==> src/rtl/piso_serializer_if.sv <==
// rtl/piso_serializer_if.sv - load/serial bus bundle for piso_serializer
//
// Groups every signal of the serializer except clk and reset.
//   d          : parallel word offered by the source (WIDTH bits)
//   load_valid : source has a word on d
//   load_ready : serializer can accept a word this cycle
//   lsb_first  : shift order for the word being loaded (1 = LSB first)
//   shift_en   : advance the serial stream this cycle
//   sout       : registered serial data bit
//   sout_valid : sout carries a frame bit
//   last       : sout is the final bit of the frame
//   busy       : a frame is in progress
//
// Modports:
//   master : the side that feeds words and paces the link
//   slave  : the serializer itself

interface piso_serializer_if #(
    parameter int WIDTH = 8
);
    logic [WIDTH-1:0] d;
    logic             load_valid;
    logic             load_ready;
    logic             lsb_first;
    logic             shift_en;
    logic             sout;
    logic             sout_valid;
    logic             last;
    logic             busy;

    modport master (
        output d,
        output load_valid,
        output lsb_first,
        output shift_en,
        input  load_ready,
        input  sout,
        input  sout_valid,
        input  last,
        input  busy
    );

    modport slave (
        input  d,
        input  load_valid,
        input  lsb_first,
        input  shift_en,
        output load_ready,
        output sout,
        output sout_valid,
        output last,
        output busy
    );
endinterface

==> src/rtl/piso_serializer.sv <==
// rtl/piso_serializer.sv - parametrised parallel-in/serial-out shift register
//
// Accepts a WIDTH-bit word over a valid/ready handshake and shifts it out one
// bit per enabled clock, MSB-first or LSB-first, flagging the final bit and
// allowing back-to-back frames with no idle gap.
//
// Ports:
//   clk    : rising-edge clock
//   reset  : asynchronous active-low reset, clears all state immediately
//   bus    : piso_serializer_if.slave (d, load_valid, load_ready, lsb_first,
//            shift_en, sout, sout_valid, last, busy)
//
// Parameters:
//   WIDTH             : data word width, 2..32
//   LSB_FIRST_DEFAULT : 1 forces LSB-first regardless of bus.lsb_first
//
// Build option:
//   PISO_PARITY_EN : when defined, an even-parity bit (XOR of the data bits)
//                    follows the last data bit and carries the last flag.

module piso_serializer #(
    parameter int WIDTH             = 8,
    parameter bit LSB_FIRST_DEFAULT = 1'b0
) (
    input  logic                  clk,
    input  logic                  reset,
    piso_serializer_if.slave      bus
);

`ifdef PISO_PARITY_EN
    localparam int FRAME_LEN = WIDTH + 1;
`else
    localparam int FRAME_LEN = WIDTH;
`endif

    localparam int CW = (FRAME_LEN > 1) ? $clog2(FRAME_LEN) : 1;
    localparam logic [CW-1:0] LAST_IDX = CW'(FRAME_LEN - 1);

    typedef enum logic {
        IDLE  = 1'b0,
        SHIFT = 1'b1
    } state_t;

    state_t               state;
    state_t               state_n;

    // The frame is stored already in transmit order: bit 0 of shreg is the
    // bit currently on sout, so shifting right exposes the next one. The
    // order choice is therefore captured in the layout at acceptance time
    // and needs no separate register.
    logic [FRAME_LEN-1:0] shreg;
    logic [FRAME_LEN-1:0] shreg_n;
    logic [CW-1:0]        cnt;
    logic [CW-1:0]        cnt_n;

    logic                 at_last;
    logic                 ready_c;
    logic                 accept;
    logic                 order_lsb;

    // Rearranges the incoming word so that the first bit to be transmitted
    // lands at index 0, and appends parity above the data when enabled.
    function automatic logic [FRAME_LEN-1:0] build_frame(
        input logic [WIDTH-1:0] w,
        input logic             lsb
    );
        logic [WIDTH-1:0] ordered;
        for (int i = 0; i < WIDTH; i++) begin
            ordered[i] = lsb ? w[i] : w[WIDTH-1-i];
        end
`ifdef PISO_PARITY_EN
        return {^w, ordered};
`else
        return ordered;
`endif
    endfunction

    assign at_last   = (state == SHIFT) && (cnt == LAST_IDX);
    assign order_lsb = bus.lsb_first | LSB_FIRST_DEFAULT;

    // Ready is combinational on shift_en so a new word can slip in on the
    // very edge that retires the final bit, giving gapless frames.
    assign ready_c = (state == IDLE) | (at_last & bus.shift_en);
    assign accept  = bus.load_valid & ready_c;

    always_ff @(posedge clk or negedge reset) begin
        if (!reset) begin
            state <= IDLE;
        end else begin
            state <= state_n;
        end
    end

    always_comb begin
        state_n = state;
        shreg_n = shreg;
        cnt_n   = cnt;

        // Acceptance wins over shift_en: a word is taken even on a stalled
        // cycle and its first bit then waits on sout.
        if (accept) begin
            state_n = SHIFT;
            shreg_n = build_frame(bus.d, order_lsb);
            cnt_n   = '0;
        end else if (state == SHIFT && bus.shift_en) begin
            if (at_last) begin
                // Clearing shreg keeps sout at 0 while idle.
                state_n = IDLE;
                shreg_n = '0;
                cnt_n   = '0;
            end else begin
                shreg_n = shreg >> 1;
                cnt_n   = cnt + 1'b1;
            end
        end
    end

    always_ff @(posedge clk or negedge reset) begin
        if (!reset) begin
            shreg <= '0;
            cnt   <= '0;
        end else begin
            shreg <= shreg_n;
            cnt   <= cnt_n;
        end
    end

    assign bus.load_ready = ready_c;
    assign bus.sout       = shreg[0];
    assign bus.sout_valid = (state == SHIFT);
    assign bus.busy       = (state == SHIFT);
    assign bus.last       = at_last;

endmodule

==> src/flat_wrapper.sv <==
// flat-port wrapper written by rule: the top's interface ports become plain ports
module piso_serializer_flat 
#(
    parameter int WIDTH             = 8,
    parameter bit LSB_FIRST_DEFAULT = 1'b0
)
  (clk, reset, bus_d, bus_load_valid, bus_lsb_first, bus_shift_en, bus_load_ready, bus_sout, bus_sout_valid, bus_last, bus_busy);
  piso_serializer_if #(.WIDTH(WIDTH)) bus_i ();
  input  logic clk;
  input  logic reset;
  input wire logic [$bits(bus_i.d)-1:0] bus_d;
  input wire logic [$bits(bus_i.load_valid)-1:0] bus_load_valid;
  input wire logic [$bits(bus_i.lsb_first)-1:0] bus_lsb_first;
  input wire logic [$bits(bus_i.shift_en)-1:0] bus_shift_en;
  output wire logic [$bits(bus_i.load_ready)-1:0] bus_load_ready;
  output wire logic [$bits(bus_i.sout)-1:0] bus_sout;
  output wire logic [$bits(bus_i.sout_valid)-1:0] bus_sout_valid;
  output wire logic [$bits(bus_i.last)-1:0] bus_last;
  output wire logic [$bits(bus_i.busy)-1:0] bus_busy;
  assign bus_i.d = bus_d;
  assign bus_i.load_valid = bus_load_valid;
  assign bus_i.lsb_first = bus_lsb_first;
  assign bus_i.shift_en = bus_shift_en;
  assign bus_load_ready = bus_i.load_ready;
  assign bus_sout = bus_i.sout;
  assign bus_sout_valid = bus_i.sout_valid;
  assign bus_last = bus_i.last;
  assign bus_busy = bus_i.busy;
  piso_serializer #(.WIDTH(WIDTH), .LSB_FIRST_DEFAULT(LSB_FIRST_DEFAULT)) u_core (.clk(clk), .reset(reset), .bus(bus_i));
endmodule
==> config.mk <==
export PLATFORM = sky130hd
export DESIGN_NAME = piso_serializer_flat
export DESIGN_NICKNAME = d
export VERILOG_FILES = /design/src/rtl/piso_serializer_if.sv /design/src/rtl/piso_serializer.sv /design/src/flat_wrapper.sv
export SDC_FILE = /design/constraint.sdc
export NUM_CORES = 1
export LEC_CHECK = 0
export ABC_AREA = 1
export ABC_CLOCK_PERIOD_IN_PS = 1500
export CORE_UTILIZATION = 41
export CTS_BUF_LIST = sky130_fd_sc_hd__clkbuf_16
export DETAILED_ROUTE_END_ITERATION = 8
export PLACE_DENSITY = 0.82
export SLEW_MARGIN = 10
export SYNTH_ARGS = -nofsm -noshare
export SYNTH_HDL_FRONTEND = slang
export SYNTH_SLANG_ARGS = --single-unit
==> constraint.sdc <==
create_clock -name clk -period 1.5 [get_ports clk]
set_clock_uncertainty 0.2 [all_clocks]
set_input_delay 0.225 -clock clk [delete_from_list [all_inputs] [get_ports clk]]
set_output_delay 0.225 -clock clk [all_outputs]
set_load 0.005 [all_outputs]
## Word level (Yosys, flattened, before mapping)

Cells that the tools add are included.

| cells by class | value |
|---|---|
| reduce and logical (&&, ||, !) cells | 5 |
| equality and inequality tests | 1 |
| add/sub/neg operators | 1 |
| bitwise logic cells | 4 |
| mux-type cells | 17 |

Operator list:

| cell | number |
|---|---|
| 8-bit 2-to-1 mux | 2 |
| 1-bit 2-to-1 mux | 11 |
| 3-bit 2-to-1 mux | 3 |
| 7-bit 2-to-1 mux | 1 |
| 2-bit nonzero test | 2 |
| 3-bit by 1-bit adder with 3-bit output (second input constant) | 1 |
| 3-bit == test (second input constant) | 1 |
| 1-bit bitwise AND | 2 |
| 1-bit logical AND | 2 |
| 2-bit AND reduction | 1 |
| 1-bit NOT | 1 |
| 1-bit OR | 1 |

| storage, ports and cells | value |
|---|---|
| input port bits | 13 |
| output and inout bits | 5 |
| register bits after elaboration | 12 |

## Logic depth before layout (Yosys ltp)

| logic depth | value |
|---|---|
| word-level depth | 7 |
| mapped depth | 8 |
| depth with buffers taken out | 8 |

## Worst setup path before layout

Ideal clock, no wire load.

| timing path | value |
|---|---|
| path type | register to register |
| from | register u_core.cnt[0] |
| to | register u_core.shreg[4] |
| period minus slack after synthesis | 1.577 ns |
| path slack | -0.077 ns |
| buffers on the path | 0 |
| data arrival time | 1.254 ns |
| cell stages (with the launch flop) | 9 |
| required time | 1.176 ns |
| path through | dfrtp_1 > ha_1 > ha_1 > nand2_2 > nand2_2 > nand2_4 > clkinv_2 > nand2_1 > nand3_1 |

| on the way | value |
|---|---|
| cells in the longest elaborated chain, start to end | 6 |
| elaborated cells between the ends (all ways) | 9 |
| classes of those cells | eq/ne: 1; mux: 3; bitwise: 3; reduce/logical: 2 |

Ends and longest elaborated chain:

| what | RTL line | RTL |
|---|---|---|
| start: declaration | piso_serializer.sv:53 | `logic [CW-1:0] cnt;` |
| start signal: assignment | piso_serializer.sv:124 | `cnt <= cnt_n;` |
| 3-bit == test * | piso_serializer.sv:78 | `assign at_last = (state == SHIFT) && (cnt == LAST_IDX);` |
| 1-bit logical AND * | piso_serializer.sv:78 |  |
| 1-bit bitwise AND * | piso_serializer.sv:83 | `assign ready_c = (state == IDLE) \| (at_last & bus.shift_en);` |
| 1-bit OR * | piso_serializer.sv:83 |  |
| named net bus_load_ready | flat_wrapper.sv:15 | `output wire logic [$bits(bus_i.load_ready)-1:0] bus_load_ready;` |
| 1-bit bitwise AND * | piso_serializer.sv:84 | `assign accept = bus.load_valid & ready_c;` |
| 8-bit 2-to-1 mux / 2-bit nonzero test (equally long branches) | - |  |
| end signal: assignment | piso_serializer.sv:123 | `shreg <= shreg_n;` |
| end: declaration | piso_serializer.sv:51 | `logic [FRAME_LEN-1:0] shreg;` |

Mark *: on every way through the listed nets, which the timed path passes. The rest lies on a longest branch. The select of a mux whose other input is x is not followed.
A chain may end at the register's enable or synchronous reset.

## Worst setup path after layout

| timing path | value |
|---|---|
| from | register u_core.cnt[0] |
| to | output bus_load_ready |

| on the way | value |
|---|---|
| cells in the longest elaborated chain, start to end | 4 |

Ends and longest elaborated chain:

| what | RTL line |
|---|---|
| 3-bit == test | piso_serializer.sv:78 |
| 1-bit logical AND | piso_serializer.sv:78 |
| 1-bit bitwise AND | piso_serializer.sv:83 |
| 1-bit OR | piso_serializer.sv:83 |
| end: declaration | flat_wrapper.sv:15 |

Every way passes these cells.

==> results by group <==
Outcome
  • Status: finished with violations
  • Failing checks: negative setup slack

Synth
  • Ys Warns: 0
  • Syn avg cell area: 7.49 µm²
  • Post-Syn Area: 674 µm²
  • Mapped Nets: between 100 and 150
  • Synth cell types: 18
  • Seq cells post-synth: 12
  • Post-synthesis sequential area ratio: 44.5%
  • Cells after synthesis: 90

STA
  • Tmin final: 1740 ps
  • Setup_tns: -2390 ps
  • Final Hold Slack: 91.2 ps
  • Maximum clock rate: about 570 MHz
  • RSZ-0062 raised after global routing: true
  • Setup ws final: -243 ps
  • Fin. max-slew vios: 0
  • Final setup viols: 14
  • Final count of hold timing violations: 0
  • Relative slew slack: about three quarters
  • Final critical-path share of the clock period: 116%
  • Worst Tran Pin Value: 343 ps

Setup path
  • CP Launch Type: register
  • Crit path cell chain: ha_2 -> ha_4 -> buf_6 -> nand2_4 -> nand2_4 -> buf_6
  • Crit end category: primary output
  • Crit path required time: 1070 ps
  • Type of the worst setup path: register to primary output
  • CP max FO: 2
  • Slowest Stage Delay on Critical Path: 380 ps
  • Critical-path top delay cell: dfrtp_1
  • CP Data Arrival Time: 1320 ps
  • WP buf/inv: 2
  • Crit-path leading delay family: flip-flops

Cells and area
  • Filler cell count: about 110
  • Layout cells sized above 1: a little over two fifths
  • Area grow syn2layout: 77.4%
  • Ant. Diodes: 0
  • Most frequent cells in the layout: nand2_1 (29), clkdlybuf4s50_1 (12), buf_4 (11), dfrtp_1 (11), nand2_2 (9)
  • Final #Nets: 141
  • Commonest non-fill, non-tap cell in the layout: nand2_1

Place
  • DP HPWL: 1120 µm
  • Placer congestion estimate: 0.809
  • Port Buffers: 17

Routing
  • Via count: a little under 700
  • Routed Antenna Nets: 0
  • Drt drc: 0
  • Total iterations of the first detailed-routing run: 3
  • Final WL: 1720 µm
  • Routed len/inst: 12.2 µm
  • DR vias/cell: 4.84
  • Drt initial violations: 6

Clock network
  • Htree depth: 1
  • Num CTS Buffers: 3
  • CTS tree: built
  • CTS sink count: 12
  • Clock slew at reported path FFs: 40 ps
  • Deepest clock path buffer count: 2
  • Clock root buffer: clkbuf_16
  • CTS Hold Bufs: 0
  • Clk_lat worst skew: 240 ps

Floorplanning
  • Core Box Area: 1520 µm²
  • Die area: 1810 µm²
  • Die Wd: 42.6 µm
  • Initial Util: 44.3%
  • Num rows: 14
  • Height of the die: approximately 43 µm
  • Ports: 18

Global route
  • Antenna violations before repair: 0
  • Vias in the first global route: 662
  • Global-route wire length before repair: 2670 µm
  • Pin count of the biggest net entering global routing: 13
  • GRT Resource Usage Total: 20.0%
  • Gr ovfl total: 0

Power and ir drop
  • PwrDens: 1720 nW/µm²
  • Leak: 0.615 nW
  • Max IR drop VDD: 1.14 mV
  • Tot Pwr: 2.06 mW

Flow run
  • Max-cap violations: 0

Min path
  • Class of the worst hold path: input port to asynchronous set/reset pin
## path summary, 6_finish.rpt
check	cells past startpoint	slack, ps	from	end
worst max register to register	10	-200	u_core.cnt[0]	u_core.shreg[5]
worst min-delay path	2	90	reset	u_core.cnt[2]
worst min register to register	2	290	u_core.shreg[3]	u_core.shreg[3]
min in group clk	2	290	u_core.shreg[3]	u_core.shreg[3]
max in group asynchronous	2	840	reset	u_core.bus.busy
worst max-delay path	6	-240	u_core.cnt[0]	bus_load_ready
## metrics by stage
step                instance area, µm²  std cells  worst slack [ps]  util [%]
floorplan                          689         90              14.7         -
global placement                   942        131              -234      61.8
detailed placement                 942        131              -276      61.8
CTS                               1070        140              -249      70.5
global route                      1200        141              -285      78.5
finish                            1200        141              -243      78.5
## Yosys cell counts
master	count	area, µm²
a21oi_1	1	5.00
a21oi_2	1	8.76
buf_2	1	5.00
buf_4	1	7.51
clkinv_2	1	5.00
dfrtp_1	12	300
ha_1	2	25.0
inv_1	7	26.3
inv_4	1	6.26
nand2_1	38	143
nand2_2	4	25.0
nand2_4	1	11.3
nand3_1	9	45.0
nor2_1	1	3.75
nor2_4	1	11.3
o21ai_0	7	35.0
o21ai_1	1	5.00
or2_2	1	6.26
## power breakdown
| group | switching, mW | leakage (nW) | internal (mW) |
|---|---|---|---|
| combinational | 0.525 | 0.426 | 0.503 |
| clock | 0.133 | 0.0385 | 0.350 |
| sequential | 0.0829 | 0.150 | 0.463 |
| total | 0.741 | 0.615 | 1.32 |
## worst register-to-register path, cell delays in order (launching register included)
cell,delay [ps]
dfrtp_1,380
ha_2,200
ha_4,160
buf_6,110
nand2_4,70
nand2_4,50
buf_6,130
nand2_8,90
inv_8,50
nand2_2,50
nand3_1,70
## repair_timing
| action | 4_1_cts | 5_1_grt |
|---|---|---|
| gates cloned | 1 | 0 |
| endpoints found under the setup margin | 14 | 14 |
| gates resized for setup | 21 | 26 |
| setup buffers | 4 | 2 |
| pin swaps | 9 | 12 |
## state kept, by name, summed over array words and instances, names as in the netlist
name and flops:
u_core.bus.busy 1, u_core.shreg 8, u_core.cnt 3
## area by class of cell
class / count / area, µm² / share of cell area, %
Clock buffer: 3 / 75.1 / 6.28
Clock inverter: 1 / 3.75 / 0.314
Inverter: 9 / 43.8 / 3.66
Multi-Input combinational cell: 68 / 462 / 38.6
Sequential cell: 12 / 302 / 25.2
Tap cell: 16 / 20.0 / 1.67
Timing Repair Buffer: 32 / 290 / 24.3
## logic make-up after synthesis
group | share of synthesized area [%]
adders and majority gates | 3.71
AOI/OAI and AO/OA | 7.98
buffers and inverters | 7.42
DFF | 44.5
and+or+nand+nor | 36.4
## layer usage
metal	wire length, µm	share of wire [%]	vias to the layer above	track usage (%)
met5	0	0	-	0
met4	0	0	0	5.63
met3	43	2.5	0	5.60
met2	940	55	16	36.0
met1	735	43	314	22.9
li1	-	-	352	-
Power figures use the tool's default switching activity.
==> RTL edit, RTL diff (same flow settings) <==
`LSB_FIRST_DEFAULT` is set to 1'b0 in 2 places; all go to 1'b1.
--- a/src/rtl/piso_serializer.sv
+++ b/src/rtl/piso_serializer.sv
@@ -20,7 +20,7 @@
 
 module piso_serializer #(
     parameter int WIDTH             = 8,
-    parameter bit LSB_FIRST_DEFAULT = 1'b0
+    parameter bit LSB_FIRST_DEFAULT = 1'b1
 ) (
     input  logic                  clk,
     input  logic                  reset,
--- a/src/flat_wrapper.sv
+++ b/src/flat_wrapper.sv
@@ -2,7 +2,7 @@
 module piso_serializer_flat 
 #(
     parameter int WIDTH             = 8,
-    parameter bit LSB_FIRST_DEFAULT = 1'b0
+    parameter bit LSB_FIRST_DEFAULT = 1'b1
 )
   (clk, reset, bus_d, bus_load_valid, bus_lsb_first, bus_shift_en, bus_load_ready, bus_sout, bus_sout_valid, bus_last, bus_busy);
   piso_serializer_if #(.WIDTH(WIDTH)) bus_i ();
Formal check against the unedited RTL: not equivalent (Yosys sat finds a counterexample within 4 cycles, from zero or initial values and one cycle with reset low).
==> RTL edit against the original RTL <==
The flow still finishes with violations (negative setup slack); design area decreased by 20%; worst setup slack improved by 0.11 ns; wire length decreased by 21%; first-iteration DRC count decreased by 83%; area after synthesis decreased by 0.19%; hold slack got worse by 0.0045 ns; total power decreased by 25%; sequential cell count unchanged; highest routed layer is now met4.
==> RTL edit: results (changes against the original RTL) <==
sequential area share after synthesis 44.61% (+0.083 points); Final nets 127 (-9.9%); DRT iter0 DRCs 1 (-5); DR WL/cell 10.78 um (-12%); total track usage 19.03% (-0.99 points); Tightest Pin Transition 0.2514 ns (-0.09109 ns); Post-Route Setup TNS -0.2294 ns (+2.163 ns); leak pwr 0.4719 nW (-23%); Synth Warn # 0 (unchanged); vias in the first global route 589 (-11%); count of final setup violators 2 (-12); failing checks negative setup slack; gpl congestion 0.7186 (-11%); synth cell count leaders 21 x nor2_1, 15 x inv_1, 12 x dfrtp_1; Filler cells 136 (+20%); vias per inst 4.873 (+0.75%); outcome complete, but fails checks; Syn Nets 102 (-2.9%); drt pass-1 iters 2 (-1); setup slack at placement -0.3009 ns (-0.02463 ns); Area contributors post-synth dfrtp_1 45%, nor2_1 12%, inv_1 8.4%; setup ws final -0.1314 ns (+0.1120 ns); dpl hpwl 959.4 um (-14%); share of cells above drive strength 1 21.82% (-21 points); worst path arrival time 1.21 ns (-0.11 ns); r2r startpoint u_core.cnt[0]$_DFFE_PN0P_; first-pass GRT wire length 2484 um (-7.0%); post-synthesis cell type count 14 (-4)
-- RTL edit: cell type report --
class | instances | area (um2) | share of cell area [%]
clock buffer | 3 | 75.07 | 7.802
tap | 16 | 20.02 | 2.081
sequential | 12 | 301.5 | 31.34
timing repair buffer | 23 | 198.9 | 20.68
multi-input combinational | 56 | 304.0 | 31.60
inverter | 16 | 62.56 | 6.502
-- RTL edit: path summary, 6_finish.rpt --
path	to	slack [ns]	cells past startpoint
hold / removal	u_core.cnt[0]$_DFFE_PN0P_	0.09	2
min in group clk	u_core.shreg[0]$_DFFE_PN0P_	0.31	2
max in group asynchronous	u_core.bus.busy$_DFFE_PN0P_	0.84	2
setup / recovery	bus_load_ready	-0.13	5
setup reg to reg	u_core.shreg[7]$_DFFE_PN0P_	0.02	7
hold reg to reg	u_core.shreg[0]$_DFFE_PN0P_	0.31	2
-- RTL edit: metal layers --
metal	wire length (um)	GRT usage [%]
met4	35	11.25
met2	665	30.46
met3	56	5.172
met5	0	0
met1	601	22.65
-- RTL edit: power by group --
| part | total, W | leakage [nW] | switching [W] | internal (W) |
|---|---|---|---|---|
| sequential | 0.000517 | 0.138 | 0.0000671 | 0.000450 |
| clock | 0.000476 | 0.0370 | 0.000130 | 0.000346 |
| combinational | 0.000540 | 0.297 | 0.000282 | 0.000259 |
| total | 0.00153 | 0.472 | 0.000478 | 0.00105 |
-- RTL edit: metrics by stage --
| stage | instances | instance area [um2] | hold slack, ns |
|---|---|---|---|
| 2_1_floorplan | 87 | 673.1 | -0.2706 |
| 3_3_place_gp | 121 | 860.8 | 0.2744 |
| 3_5_place_dp | 121 | 860.8 | 0.2921 |
| 4_1_cts | 125 | 948.4 | 0.08863 |
| 5_1_grt | 126 | 962.2 | 0.09873 |
| 6_report | 126 | 962.2 | 0.08670 |
-- RTL edit: cell families after synthesis --
kind of cell               share of synthesized area, %
AOI/OAI and AO/OA                                 10.60
adders and majority gates                         3.717
DFF                                               44.61
buffers and inverters                             13.75
and+or+nand+nor                                   27.32
-- RTL edit: worst max-delay path: stages, from the launching register on --
cell and delay (ns):
dfrtp_1 0.37, ha_2 0.20, ha_4 0.16, nand2_2 0.05, nand2_2 0.06, buf_2 0.12
-- RTL edit: repair_timing --
item	in CTS	in global routing
setup buffers	1	1
pin swaps	3	2
resized for setup	16	3
endpoints found under the setup margin	13	11
